===== src/rtl/fclk_sample_buffer_if.sv =====
// Stereo sample stream between the I2S receiver, the elastic buffer and the
// SPDIF transmitter.
//   in_valid        : data_*_in carries a fresh L/R pair this frame
//   data_left_in    : left sample from the receiver
//   data_right_in   : right sample from the receiver
//   data_left_out   : registered left sample towards the transmitter
//   data_right_out  : registered right sample towards the transmitter
//   out_valid       : data_*_out is a real sample (low = mute)
// The buffer uses the slave view; whatever feeds the receiver side and
// consumes the transmitter side uses the master view.
interface fclk_sample_buffer_if #(
  parameter int WORDSIZE = 32
);
  logic                in_valid;
  logic [WORDSIZE-1:0] data_left_in;
  logic [WORDSIZE-1:0] data_right_in;
  logic [WORDSIZE-1:0] data_left_out;
  logic [WORDSIZE-1:0] data_right_out;
  logic                out_valid;

  modport master (
    output in_valid, data_left_in, data_right_in,
    input  data_left_out, data_right_out, out_valid
  );

  modport slave (
    input  in_valid, data_left_in, data_right_in,
    output data_left_out, data_right_out, out_valid
  );
endinterface


===== src/rtl/fclk_sample_buffer.sv =====
// Stereo elastic buffer clocked by the I2S frame clock. One L/R pair may be
// written and one pair read per frame. A PRIME phase fills the buffer to
// PRIME_LEVEL before playback; underrun drops back to PRIME, overrun drops
// the incoming pair. Both events are recorded in sticky flags.
// Ports:
//   pin_i2s_fclk : frame clock, rising edge active
//   rst          : asynchronous active-high reset
//   en           : run enable; low flushes the buffer and idles (flags kept)
//   clear_flags  : synchronous clear of the sticky flags
//   bus          : sample stream (slave view of fclk_sample_buffer_if)
//   level        : fill count 0..DEPTH
//   state        : 0 IDLE, 1 PRIME, 2 RUN
//   overrun      : sticky, a pair was dropped on a full buffer
//   underrun     : sticky, a read was due in RUN with an empty buffer
module fclk_sample_buffer #(
  parameter int WORDSIZE    = 32,
  parameter int DEPTH       = 16,
  parameter int PRIME_LEVEL = 8
) (
  input  logic                     pin_i2s_fclk,
  input  logic                     rst,
  input  logic                     en,
  input  logic                     clear_flags,
  fclk_sample_buffer_if.slave      bus,
  output logic [$clog2(DEPTH):0]   level,
  output logic [1:0]               state,
  output logic                     overrun,
  output logic                     underrun
);
  localparam int AW = $clog2(DEPTH);
  localparam int LW = AW + 1;
  localparam logic [LW-1:0] FULL_LV  = LW'(DEPTH);
  localparam logic [LW-1:0] PRIME_LV = LW'(PRIME_LEVEL);

  typedef enum logic [1:0] {
    ST_IDLE  = 2'd0,
    ST_PRIME = 2'd1,
    ST_RUN   = 2'd2
  } state_t;

  state_t                state_r, state_s;
  logic [AW-1:0]         wr_ptr_r, rd_ptr_r;
  logic [LW-1:0]         level_r, level_s;
  logic [2*WORDSIZE-1:0] mem_r [DEPTH];
  logic [WORDSIZE-1:0]   left_r, right_r;
  logic                  valid_r, overrun_r, underrun_r;
  logic                  rd_do_s, empty_rd_s, wr_try_s, wr_acc_s, drop_s;

  // Per-frame read/write decisions and next state, all from registered state.
  always_comb begin
    rd_do_s    = 1'b0;
    empty_rd_s = 1'b0;
    wr_try_s   = 1'b0;
    wr_acc_s   = 1'b0;
    drop_s     = 1'b0;
    state_s    = state_r;
    if (en) begin
      rd_do_s    = (state_r == ST_RUN) && (level_r != {LW{1'b0}});
      empty_rd_s = (state_r == ST_RUN) && (level_r == {LW{1'b0}});
      wr_try_s   = bus.in_valid && (state_r != ST_IDLE);
      // A full buffer still accepts when a read frees a slot on the same edge.
      wr_acc_s   = wr_try_s && ((level_r < FULL_LV) || rd_do_s);
      drop_s     = wr_try_s && !wr_acc_s;
      case (state_r)
        ST_IDLE:  state_s = ST_PRIME;
        ST_PRIME: begin
          if (level_r >= PRIME_LV) state_s = ST_RUN;
          else                     state_s = ST_PRIME;
        end
        ST_RUN: begin
          if (empty_rd_s) state_s = ST_PRIME;
          else            state_s = ST_RUN;
        end
        default:  state_s = ST_IDLE;
      endcase
    end else begin
      state_s = ST_IDLE;
    end
    level_s = level_r + LW'(wr_acc_s) - LW'(rd_do_s);
  end

  // State, pointers, fill level and the registered output pair.
  always_ff @(posedge pin_i2s_fclk or posedge rst) begin
    if (rst) begin
      state_r  <= ST_IDLE;
      wr_ptr_r <= {AW{1'b0}};
      rd_ptr_r <= {AW{1'b0}};
      level_r  <= {LW{1'b0}};
      left_r   <= {WORDSIZE{1'b0}};
      right_r  <= {WORDSIZE{1'b0}};
      valid_r  <= 1'b0;
    end else if (!en) begin
      state_r  <= ST_IDLE;
      wr_ptr_r <= {AW{1'b0}};
      rd_ptr_r <= {AW{1'b0}};
      level_r  <= {LW{1'b0}};
      left_r   <= {WORDSIZE{1'b0}};
      right_r  <= {WORDSIZE{1'b0}};
      valid_r  <= 1'b0;
    end else begin
      state_r <= state_s;
      level_r <= level_s;
      if (wr_acc_s) wr_ptr_r <= wr_ptr_r + 1'b1;
      else          wr_ptr_r <= wr_ptr_r;
      // Reading the pre-edge array gives the no-write-through behaviour.
      if (rd_do_s) begin
        {left_r, right_r} <= mem_r[rd_ptr_r];
        rd_ptr_r          <= rd_ptr_r + 1'b1;
        valid_r           <= 1'b1;
      end else begin
        left_r   <= {WORDSIZE{1'b0}};
        right_r  <= {WORDSIZE{1'b0}};
        rd_ptr_r <= rd_ptr_r;
        valid_r  <= 1'b0;
      end
    end
  end

  // Sample storage; contents need no reset since level gates every read.
  always_ff @(posedge pin_i2s_fclk) begin
    if (wr_acc_s) mem_r[wr_ptr_r] <= {bus.data_left_in, bus.data_right_in};
  end

  // Sticky flags: a new event beats clear_flags; held while disabled.
  always_ff @(posedge pin_i2s_fclk or posedge rst) begin
    if (rst) begin
      overrun_r  <= 1'b0;
      underrun_r <= 1'b0;
    end else if (en) begin
      overrun_r  <= drop_s     | (overrun_r  & ~clear_flags);
      underrun_r <= empty_rd_s | (underrun_r & ~clear_flags);
    end else begin
      overrun_r  <= overrun_r;
      underrun_r <= underrun_r;
    end
  end

  assign bus.data_left_out  = left_r;
  assign bus.data_right_out = right_r;
  assign bus.out_valid      = valid_r;
  assign level              = level_r;
  assign state              = state_r;
  assign overrun            = overrun_r;
  assign underrun           = underrun_r;
endmodule

===== src/flat_wrapper.sv =====
// flat-port wrapper written by rule: the top's interface ports become plain ports
module fclk_sample_buffer_flat 
#(
  parameter int WORDSIZE    = 32,
  parameter int DEPTH       = 16,
  parameter int PRIME_LEVEL = 8
)
  (pin_i2s_fclk, rst, en, clear_flags, level, state, overrun, underrun, bus_in_valid, bus_data_left_in, bus_data_right_in, bus_data_left_out, bus_data_right_out, bus_out_valid);
  fclk_sample_buffer_if #(.WORDSIZE(WORDSIZE)) bus_i ();
  input  logic pin_i2s_fclk;
  input  logic rst;
  input  logic en;
  input  logic clear_flags;
  output logic [$clog2(DEPTH):0] level;
  output logic [1:0] state;
  output logic overrun;
  output logic underrun;
  input wire logic [$bits(bus_i.in_valid)-1:0] bus_in_valid;
  input wire logic [$bits(bus_i.data_left_in)-1:0] bus_data_left_in;
  input wire logic [$bits(bus_i.data_right_in)-1:0] bus_data_right_in;
  output wire logic [$bits(bus_i.data_left_out)-1:0] bus_data_left_out;
  output wire logic [$bits(bus_i.data_right_out)-1:0] bus_data_right_out;
  output wire logic [$bits(bus_i.out_valid)-1:0] bus_out_valid;
  assign bus_i.in_valid = bus_in_valid;
  assign bus_i.data_left_in = bus_data_left_in;
  assign bus_i.data_right_in = bus_data_right_in;
  assign bus_data_left_out = bus_i.data_left_out;
  assign bus_data_right_out = bus_i.data_right_out;
  assign bus_out_valid = bus_i.out_valid;
  fclk_sample_buffer #(.WORDSIZE(WORDSIZE), .DEPTH(DEPTH), .PRIME_LEVEL(PRIME_LEVEL)) u_core (.pin_i2s_fclk(pin_i2s_fclk), .rst(rst), .en(en), .clear_flags(clear_flags), .bus(bus_i), .level(level), .state(state), .overrun(overrun), .underrun(underrun));
endmodule

===== config.mk =====
export PLATFORM = sky130hd
export DESIGN_NAME = fclk_sample_buffer_flat
export DESIGN_NICKNAME = d
export VERILOG_FILES = /design/src/rtl/fclk_sample_buffer_if.sv /design/src/rtl/fclk_sample_buffer.sv /design/src/flat_wrapper.sv
export SDC_FILE = /design/constraint.sdc
export NUM_CORES = 1
export LEC_CHECK = 0
export ABC_AREA = 0
export BUFFER_PORTS_ARGS = -buffer_cell sky130_fd_sc_hd__buf_2
export CELL_PAD_IN_SITES_DETAIL_PLACEMENT = 0
export CELL_PAD_IN_SITES_GLOBAL_PLACEMENT = 1
export CORE_ASPECT_RATIO = 2
export CORE_MARGIN = 4
export CORE_UTILIZATION = 25
export DETAILED_ROUTE_END_ITERATION = 10
export GPL_TIMING_DRIVEN = 0
export PLACE_DENSITY_LB_ADDON = 0.2
export SETUP_SLACK_MARGIN = 0.05
export SLEW_MARGIN = 10
export SYNTH_ARGS = -nofsm -noshare
export SYNTH_HDL_FRONTEND = slang
export SYNTH_SLANG_ARGS = --single-unit

===== constraint.sdc =====
create_clock -name pin_i2s_fclk -period 12.7 [get_ports pin_i2s_fclk]
set_input_delay 1.905 -clock pin_i2s_fclk [delete_from_list [all_inputs] [get_ports pin_i2s_fclk]]
set_output_delay 1.905 -clock pin_i2s_fclk [all_outputs]
set_load 0.02 [all_outputs]

---- After elaboration in Yosys (flattened, before gate mapping) ----
Memory sizes are Yosys's and may differ from the RTL's.
Cells that the tools add are included.
Widths: inputs -> output; s select.
operators by class
  add/subtract/negate cells ............... 4
  $lt $le $gt $ge ......................... 2
  equal/unequal tests ..................... 4
  multiplexer cells ....................... 21
  bitwise logic cells ..................... 5
  reductions and logical operators ........ 11
operator list
  kind                 count
  $mux 32              4
  $mux 4               4
  $add 4x1->4 const B  2
  $mux 1               8
  $mux 2               3
  $pmux 2 s3           1
  $add 5x1->5          1
  $ge 5x4->1 const B   1
  $logic_and 1x1->1    5
  $logic_not 5->1      1
  $lt 5x5->1 const B   1
  $mux 5               1
  $reduce_bool 5->1    1
  $sub 5x1->5          1
  $ne 2x1->1 const B   2
  $and 1x1->1          2
  $eq 2x1->1 const B   1
  $eq 2x2->1 const B   1
  $logic_not 2->1      1
  $or 1x1->1           2
  $reduce_bool 2->1    1
  $logic_not 1->1      1
  $logic_or 1x1->1     1
  $not 1->1            1
word-level totals
  register bits after elaboration ......... 82
  bits in writable memories ............... 1024
  input port bits ......................... 69
  output and inout bits ................... 74
  logic and storage cells ................. 57
  memories kept ........................... 1
memory list
  memory        depth  bits a word  rd ports  clocked after Yosys merged registers in  write ports  line                      source
  u_core.mem_r  16     64           1         0                                        1            fclk_sample_buffer.sv:44  logic [2*WORDSIZE-1:0] mem_r [DEPTH];

---- Logic depth before layout (Yosys ltp) ----
Gate-level depths: netlist (run 1).
  depth after elaboration ................. 8
  gate-level depth with buffers ........... 13
  mapped depth without buffers ............ 13

---- Worst setup path after synthesis (run 1) ----
No wires, ideal clock.
  kind .................................... in2reg
  from .................................... input bus_in_valid
  to ...................................... memory u_core.mem_r[0][0] (netlist bit) (enable)
  setup time .............................. 565 ps
  arrival ................................. 6898 ps
  required time ........................... 12135 ps
  setup slack ............................. 5238 ps
  stages .................................. 4
  buffers on the path ..................... 0
  cells stage by stage .................... nand2_1 -> nor3b_1 -> nand2_1 -> nor3_1
on the way
  word-level cells in the longest chain between the ends .. 5
ends and longest elaborated chain
  item                          line                       source
  from (decl)                   flat_wrapper.sv:18         input wire logic [$bits(bus_i.in_valid)-1:0] bus_in_valid;
  $logic_and 1x1->1             fclk_sample_buffer.sv:60   wr_try_s = bus.in_valid && (state_r != ST_IDLE);
  $logic_and 1x1->1             fclk_sample_buffer.sv:62   wr_acc_s = wr_try_s && ((level_r < FULL_LV) || rd_do_s);
  $mux 1                        fclk_sample_buffer.sv:57   if (en) begin
  $mux 1                        fclk_sample_buffer.sv:121  if (wr_acc_s) mem_r[wr_ptr_r] <= {bus.data_left_in, bus.data_right_in};
  $mux 1 (not written as such)  fclk_sample_buffer.sv:121
  to (decl)                     fclk_sample_buffer.sv:44
No other way between the ends.

---- Worst setup path after layout (run 1) ----
  from .................................... input en
  to ...................................... memory u_core.mem_r[1][52] (netlist bit) (enable)
on the way
  word-level cells in the longest chain between the ends .. 3
ends and longest elaborated chain
  item                          line                       source
  from (decl)                   flat_wrapper.sv:12         input logic en;
  $mux 1                        fclk_sample_buffer.sv:57
  $mux 1                        fclk_sample_buffer.sv:121
  $mux 1 (not written as such)  fclk_sample_buffer.sv:121
No other way between the ends.

==> impl_metrics.tcl, run 1 <==
set metrics [dict create \
    synth_edf_count 1024 \
    final_layout_size_suffix_gt1_share_pct 33.9 \
    fp.dieArea_um2 173000 \
    setup_viol 0 \
    finalCriticalPeriod_ns 4.72 \
    syn_nets 1903 \
    path_buf_inv 6 \
    fin_nets 2241 \
    area_growth_pct 20.1 \
    path_delay_family "simple AND/OR/NAND/NOR gates" \
    dpl.hpwl_mm 82.0 \
    finalPower_mw 7.54 \
    cap_viol_max_count 0 \
    hold_buffers 0 \
    final_max_slew_viol_count 0 \
    layout_setup_ws_ns 7.98 \
    portBuffers 142 \
    clk_path_buf_depth 3 \
    startpoint_type "input pin" \
    ys_ff_latch 1106 \
    num_rows 211 \
    clock.fmax_mhz 212 \
    globalRouteTotalUtil_pct 13.7 \
    antenna_found_initial 23 \
    worstPathMaxFanout 8 \
    synth_top_area_share_pct 74.3 \
    drt-vias-per-instance 4.48 \
    syn_area_um2 41400 \
    cts.sinks 1106 \
    core_um2 165000 \
    synth_cell_types 36 \
    ant_nets 0 \
    yosysTopAreaCell "edfxtp_1" \
    cts_resized 0 \
    cp-end-kind "register" \
    ys_async_sr_fraction_pct 7.41 \
    dieHeight_um 584 \
    drc 0 \
    clock_latency_ns 0.70 \
    worst_slew_pin_slew_ns 1.16 \
    hp-class "reg2reg" \
    instances_no_fill 4388 \
    synth.top_cells.by_count "edfxtp_1, mux4_2, nand2_1, dfrtp_1" \
    rsz0062_at_grt "no" \
    power_leakage_nw 16.0 \
    cts_made_buffers 103 \
    switching_share_pct 21.7 \
    yosys_warnings 0 \
    synthTopCellsByArea "edfxtp_1, mux4_2, dfrtp_1" \
    slew_headroom_pct 22.6 \
    syn_avg_cell_area_um2 22.7 \
    fin_crit_sh_pct 37.2 \
    clock_power_share_pct 41.1 \
    place_congestion 0.696 \
    nFillCells 15800 \
    drtPass1Iterations 5 \
    status "finished, final reports clean" \
    dp_cells 4183 \
    arrival_ns 5.12 \
    h-tree-depth 3 \
    synth_cells 1820 \
    cts_setup_buffers 0 \
    yosysMostFrequentCell "edfxtp_1" \
    power.switching_mw 1.63 \
    cellPowerDensity_nw_per_um2 152 \
    worst_path_largest_cell_delay_ns 0.80 \
    crit_slowest_cell "nor3_2" \
    tritoncts "built" \
    seqPwrFrac_pct 53.7 \
    required_ns 13.09 \
    wl_mm 119 \
    vias 19600 \
    clk_pin_slew_ns 0.06 \
    die_w_um 296 \
    grt_pass1_wl_mm 166 \
    start_util_pct 25.1 \
    grt_overflow 0 \
    fin_worst_skew_ns 0.0198 \
    worstSetupPathType "in2reg" \
    drtIter0Drc 1497 \
    crit_chain "buf_2 -> nand2_1 -> nor3b_1 -> nand2_1 -> nor3_2 -> buf_6 -> buf_4 -> buf_4 -> buf_4 -> buf_4" \
    final_util_pct 30.1 \
    hold_violations 0 \
    irDropWorstVdd_mv 0.0993 \
    cpMostUsedCell "buf_4" \
    place_ws_ns 7.25 \
    wire_per_inst_um 27.1 \
    grt_max_degree 59 \
    io_pins 143 \
    grt_pass1_vias 21700 \
    cts_root_buffer "clkbuf_16" \
    synth_ff_type "edfxtp_1" \
    synth_seq_area_share_pct 79.2 \
    p_comb_share_pct 5.1 \
    internal-power_mw 5.90 \
]
[power groups by stage]
| stage | clock [mW] | sequential (mW) | combinational, mW |
|---|---|---|---|
| after global routing | 3.36 | 4.05 | 0.422 |
| after CTS | 3.21 | 4.05 | 0.401 |
| after floorplan | 0 | 4.14 | 0.201 |
| final | 3.10 | 4.05 | 0.386 |
| after detailed placement | 0 | 4.13 | 0.399 |
| after global placement | 0 | 4.14 | 0.368 |
[path summary, 6_finish.rpt]
path / cells past startpoint / end / slack (ns) / startpoint
hold / removal: 2 / u_core.underrun$_DFFE_PP0P_ / 0.49 / u_core.underrun$_DFFE_PP0P_
hold reg to reg: 2 / u_core.underrun$_DFFE_PP0P_ / 0.49 / u_core.underrun$_DFFE_PP0P_
max in group asynchronous: 3 / u_core.bus.data_left_out[9]$_DFF_PP0_ / 10.77 / rst
setup / recovery: 10 / u_core.mem_r[1][52]$_DFFE_PP_ / 7.98 / en
min in group asynchronous: 2 / u_core.bus.data_right_out[23]$_DFF_PP0_ / 1.19 / rst
setup reg to reg: 9 / u_core.mem_r[1][52]$_DFFE_PP_ / 8.82 / u_core.state[0]$_DFF_PP0_
[state kept, by name, summed over array words and instances, names as in the netlist]
| register | cells |
|---|---|
| u_core.overrun | 1 |
| u_core.mem_r | 1024 |
| u_core.state | 2 |
| u_core.underrun | 1 |
| u_core.rd_ptr_r | 4 |
| u_core.bus.out_valid | 1 |
| u_core.bus.data_left_out | 32 |
| u_core.wr_ptr_r | 4 |
| u_core.level | 5 |
| u_core.bus.data_right_out | 32 |
[stage by stage]
stage | setup TNS (ns) | cell area [µm²] | hold slack (ns)
after floorplan | 0 | 41400 | 0.562
after global placement | -494.56 | 44800 | 0.479
after detailed placement | 0 | 46400 | 0.484
after CTS | 0 | 49700 | 0.497
after global routing | 0 | 49700 | 0.520
final | 0 | 49700 | 0.486
[kinds of logic (layout without fill, tap and decap cells)]
kind of cell,after synthesis,count (layout),share of synthesized area (%)
compound gates,79,79,1.37
xor+xnor,7,7,0.148
fa+ha+maj,14,14,0.441
buf+inv,101,530,1.17
flops,1106,1106,79.2
mux,321,321,15.7
other cells,0,9,0
simple gates,192,192,1.96
[tightest hold or removal path, stage by stage (launching register included)]
cell,delay [ns]
dfrtp_1,0.34
nand2_1,0.05
o21ai_0,0.06
[layout by cell type (no fill, tap or decap), types with 14 or more instances in the layout]
cell type,synthesis,final
nand2_1,141,141
a22oi_1,64,64
clkbuf_1,39,76
mux4_2,256,256
buf_12,0,33
buf_2,27,169
clkbuf_16,0,103
edfxtp_1,1024,1024
clkbuf_8,0,15
dfrtp_1,82,82
buf_6,9,22
mux2_2,64,64
buf_4,1,29
nor2_1,26,14
buf_16,0,15
[per-layer routing]
layer,vias up,track usage (%),part of all wire (%)
met2,474,25.8,55
met3,139,2.46,5.0
met5,-,0,0.082
met4,14,3.41,2.0
li1,8228,-,-
met1,10800,15.8,38
[cell type report]
| type | instances | area [µm²] | share of cell area, % |
|---|---|---|---|
| clock inverter | 39 | 414 | 0.833 |
| clock buffer | 157 | 2930 | 5.89 |
| multi-input combinational | 613 | 8240 | 16.6 |
| tap | 2130 | 2670 | 5.36 |
| timing repair buffer | 233 | 2170 | 4.36 |
| sequential | 1106 | 32800 | 65.9 |
| buffer | 88 | 438 | 0.880 |
| inverter | 13 | 53.8 | 0.108 |
| antenna | 9 | 22.5 | 0.0453 |
Power figures use the tool's default switching activity.
==> inputs of run 2 (changes only) <==
==> constraint.sdc (replaced) <==
create_clock -name pin_i2s_fclk -period 4 [get_ports pin_i2s_fclk]
set_input_delay 0.6 -clock pin_i2s_fclk [delete_from_list [all_inputs] [get_ports pin_i2s_fclk]]
set_output_delay 0.6 -clock pin_i2s_fclk [all_outputs]
set_load 0.02 [all_outputs]
==> impl_metrics.tcl, run 2 (synthesis results as in run 1) <==
set metrics [dict create \
    status "finished, final reports clean" \
    tritoncts "built" \
    cap_viol_max_count 0 \
    fin_crit_sh_pct 85.3 \
    dpl.hpwl_mm 81.5 \
    hold_violations 0 \
    power.switching_mw 5.19 \
    clk_path_buf_depth 3 \
    p_comb_share_pct 5.2 \
    clock_latency_ns 0.71 \
    antenna_found_initial 18 \
    worstSetupPathType "reg2reg" \
    crit_slowest_cell "nor2_4" \
    final_max_slew_viol_count 0 \
    clock.fmax_mhz 293 \
    io_pins 143 \
    portBuffers 142 \
    rr_worst_depth 7 \
    fin_worst_skew_ns 0.0379 \
    slew_headroom_pct 23.7 \
    nFillCells 15800 \
    ant_nets 0 \
    r2r_end "u_core.mem_r[13][49]$_DFFE_PP_" \
    seqPwrFrac_pct 54.0 \
    cp-end-kind "register" \
    cts_made_buffers 100 \
    crit_chain "nand2_1 -> nor3b_1 -> nand2_1 -> nor2_4 -> buf_12 -> buf_16 -> buf_16" \
    place_ws_ns 0.288 \
    irDropWorstVdd_mv 0.295 \
    cellPowerDensity_nw_per_um2 477 \
    start_util_pct 25.1 \
    grt_pass1_vias 21400 \
    worst_slew_pin_slew_ns 1.14 \
    rr_startpoint "u_core.level[4]$_DFF_PP0_" \
    place_congestion 0.686 \
    worst_path_largest_cell_delay_ns 0.77 \
    core_um2 165000 \
    required_ns 4.39 \
    rsz0062_at_grt "no" \
    startpoint_type "register" \
    hold_ws_ns 0.201 \
    final_layout_size_suffix_gt1_share_pct 33.9 \
    critical_path.endpoint "u_core.mem_r[13][49]$_DFFE_PP_" \
    path_delay_family "simple AND/OR/NAND/NOR gates" \
    final_util_pct 30.2 \
    drtPass1Iterations 5 \
    switching_share_pct 21.8 \
    layout_setup_ws_ns 0.588 \
    power_leakage_nw 15.9 \
    clock_power_share_pct 40.8 \
    area_growth_pct 20.4 \
    fp.dieArea_um2 173000 \
    largest_register_ffs 1024 \
    dieHeight_um 584 \
    setup_viol 0 \
    fin_nets 2224 \
    r2r_setup_slack_ns 0.59 \
    crit_cells 7 \
    multi_input_area_um2 8270 \
    drt-vias-per-instance 4.44 \
    h-tree-depth 3 \
    grt_overflow 0 \
    clk_pin_slew_ns 0.07 \
    drtIter0Drc 1487 \
    layout_common_cells "edfxtp_1, mux4_2, buf_2" \
    cts_root_buffer "clkbuf_16" \
    drc 0 \
    grt_max_degree 59 \
    hp-class "in2reg" \
    arrival_ns 3.80 \
    grt_pass1_wl_mm 165 \
    cts.sinks 1106 \
    die_w_um 296 \
    wl_mm 118 \
    vias 19400 \
    path_buf_inv 3 \
    num_rows 211 \
    regMostFlops "u_core.mem_r" \
    cts_setup_buffers 0 \
    finalPower_mw 23.8 \
    wire_per_inst_um 27.0 \
    final_common_cell "edfxtp_1" \
    finalCriticalPeriod_ns 3.41 \
    worstPathMaxFanout 17 \
    globalRouteTotalUtil_pct 13.6 \
    crit_start "u_core.level[4]$_DFF_PP0_" \
    ff_latch_area_um2 32800 \
    internal-power_mw 18.6 \
]
run 2: layer usage:
layer  track usage (%)  vias to the layer above  routed length [µm]
met5                 0                        -                  64
met4              3.79                       12                2610
met3              2.41                      153                5180
met2              26.4                      427               67000
met1              15.1                    10600               42900
li1                  -                     8187                   -
run 2: repair_timing:
action | in CTS | in global routing
hold endpoints to repair | 24 | 0
resized for setup | 0 | 0
hold buffers | 1 | 0
run 2: cell type report:
class | instances | area share (%)
Clock inverter | 54 | 0.991
Buffer | 88 | 0.881
Inverter | 13 | 0.108
Sequential cell | 1106 | 65.8
Antenna cell | 7 | 0.0351
Multi-Input combinational cell | 613 | 16.6
Tap cell | 2130 | 5.35
Timing Repair Buffer | 219 | 4.73
Clock buffer | 132 | 5.53
run 2: worst min path at each step:
stage                              startpoint                             end  slack (ns)  cells after the start
5_1_grt                                    en       u_core.state[0]$_DFF_PP0_        0.18                      2
3_5_place_dp      u_core.underrun$_DFFE_PP0P_     u_core.underrun$_DFFE_PP0P_        0.51                      2
6_report                                   en       u_core.state[1]$_DFF_PP0_        0.20                      2
3_3_place_gp      u_core.underrun$_DFFE_PP0P_     u_core.underrun$_DFFE_PP0P_        0.47                      2
4_1_cts                                    en       u_core.state[1]$_DFF_PP0_        0.14                      2
2_1_floorplan  u_core.wr_ptr_r[1]$_DFFE_PP0P_  u_core.wr_ptr_r[1]$_DFFE_PP0P_        0.56                      2
run 2: power by group through the flow:
stage	registers (mW)	clock network, mW	logic, mW
global placement	13.1	0	1.17
global route	12.9	10.5	1.35
detailed placement	13.1	0	1.28
floorplan	13.1	0	0.640
CTS	12.9	10.0	1.29
finish	12.9	9.71	1.24
run 2: per-stage QoR:
step	area (µm²)	TNS, ns	std cells
finish	49900	0	4362
detailed placement	46600	0	4168
CTS	49800	0	4355
global route	49800	0	4356
global placement	44800	-5280.34	4092
floorplan	41400	-385.04	1820
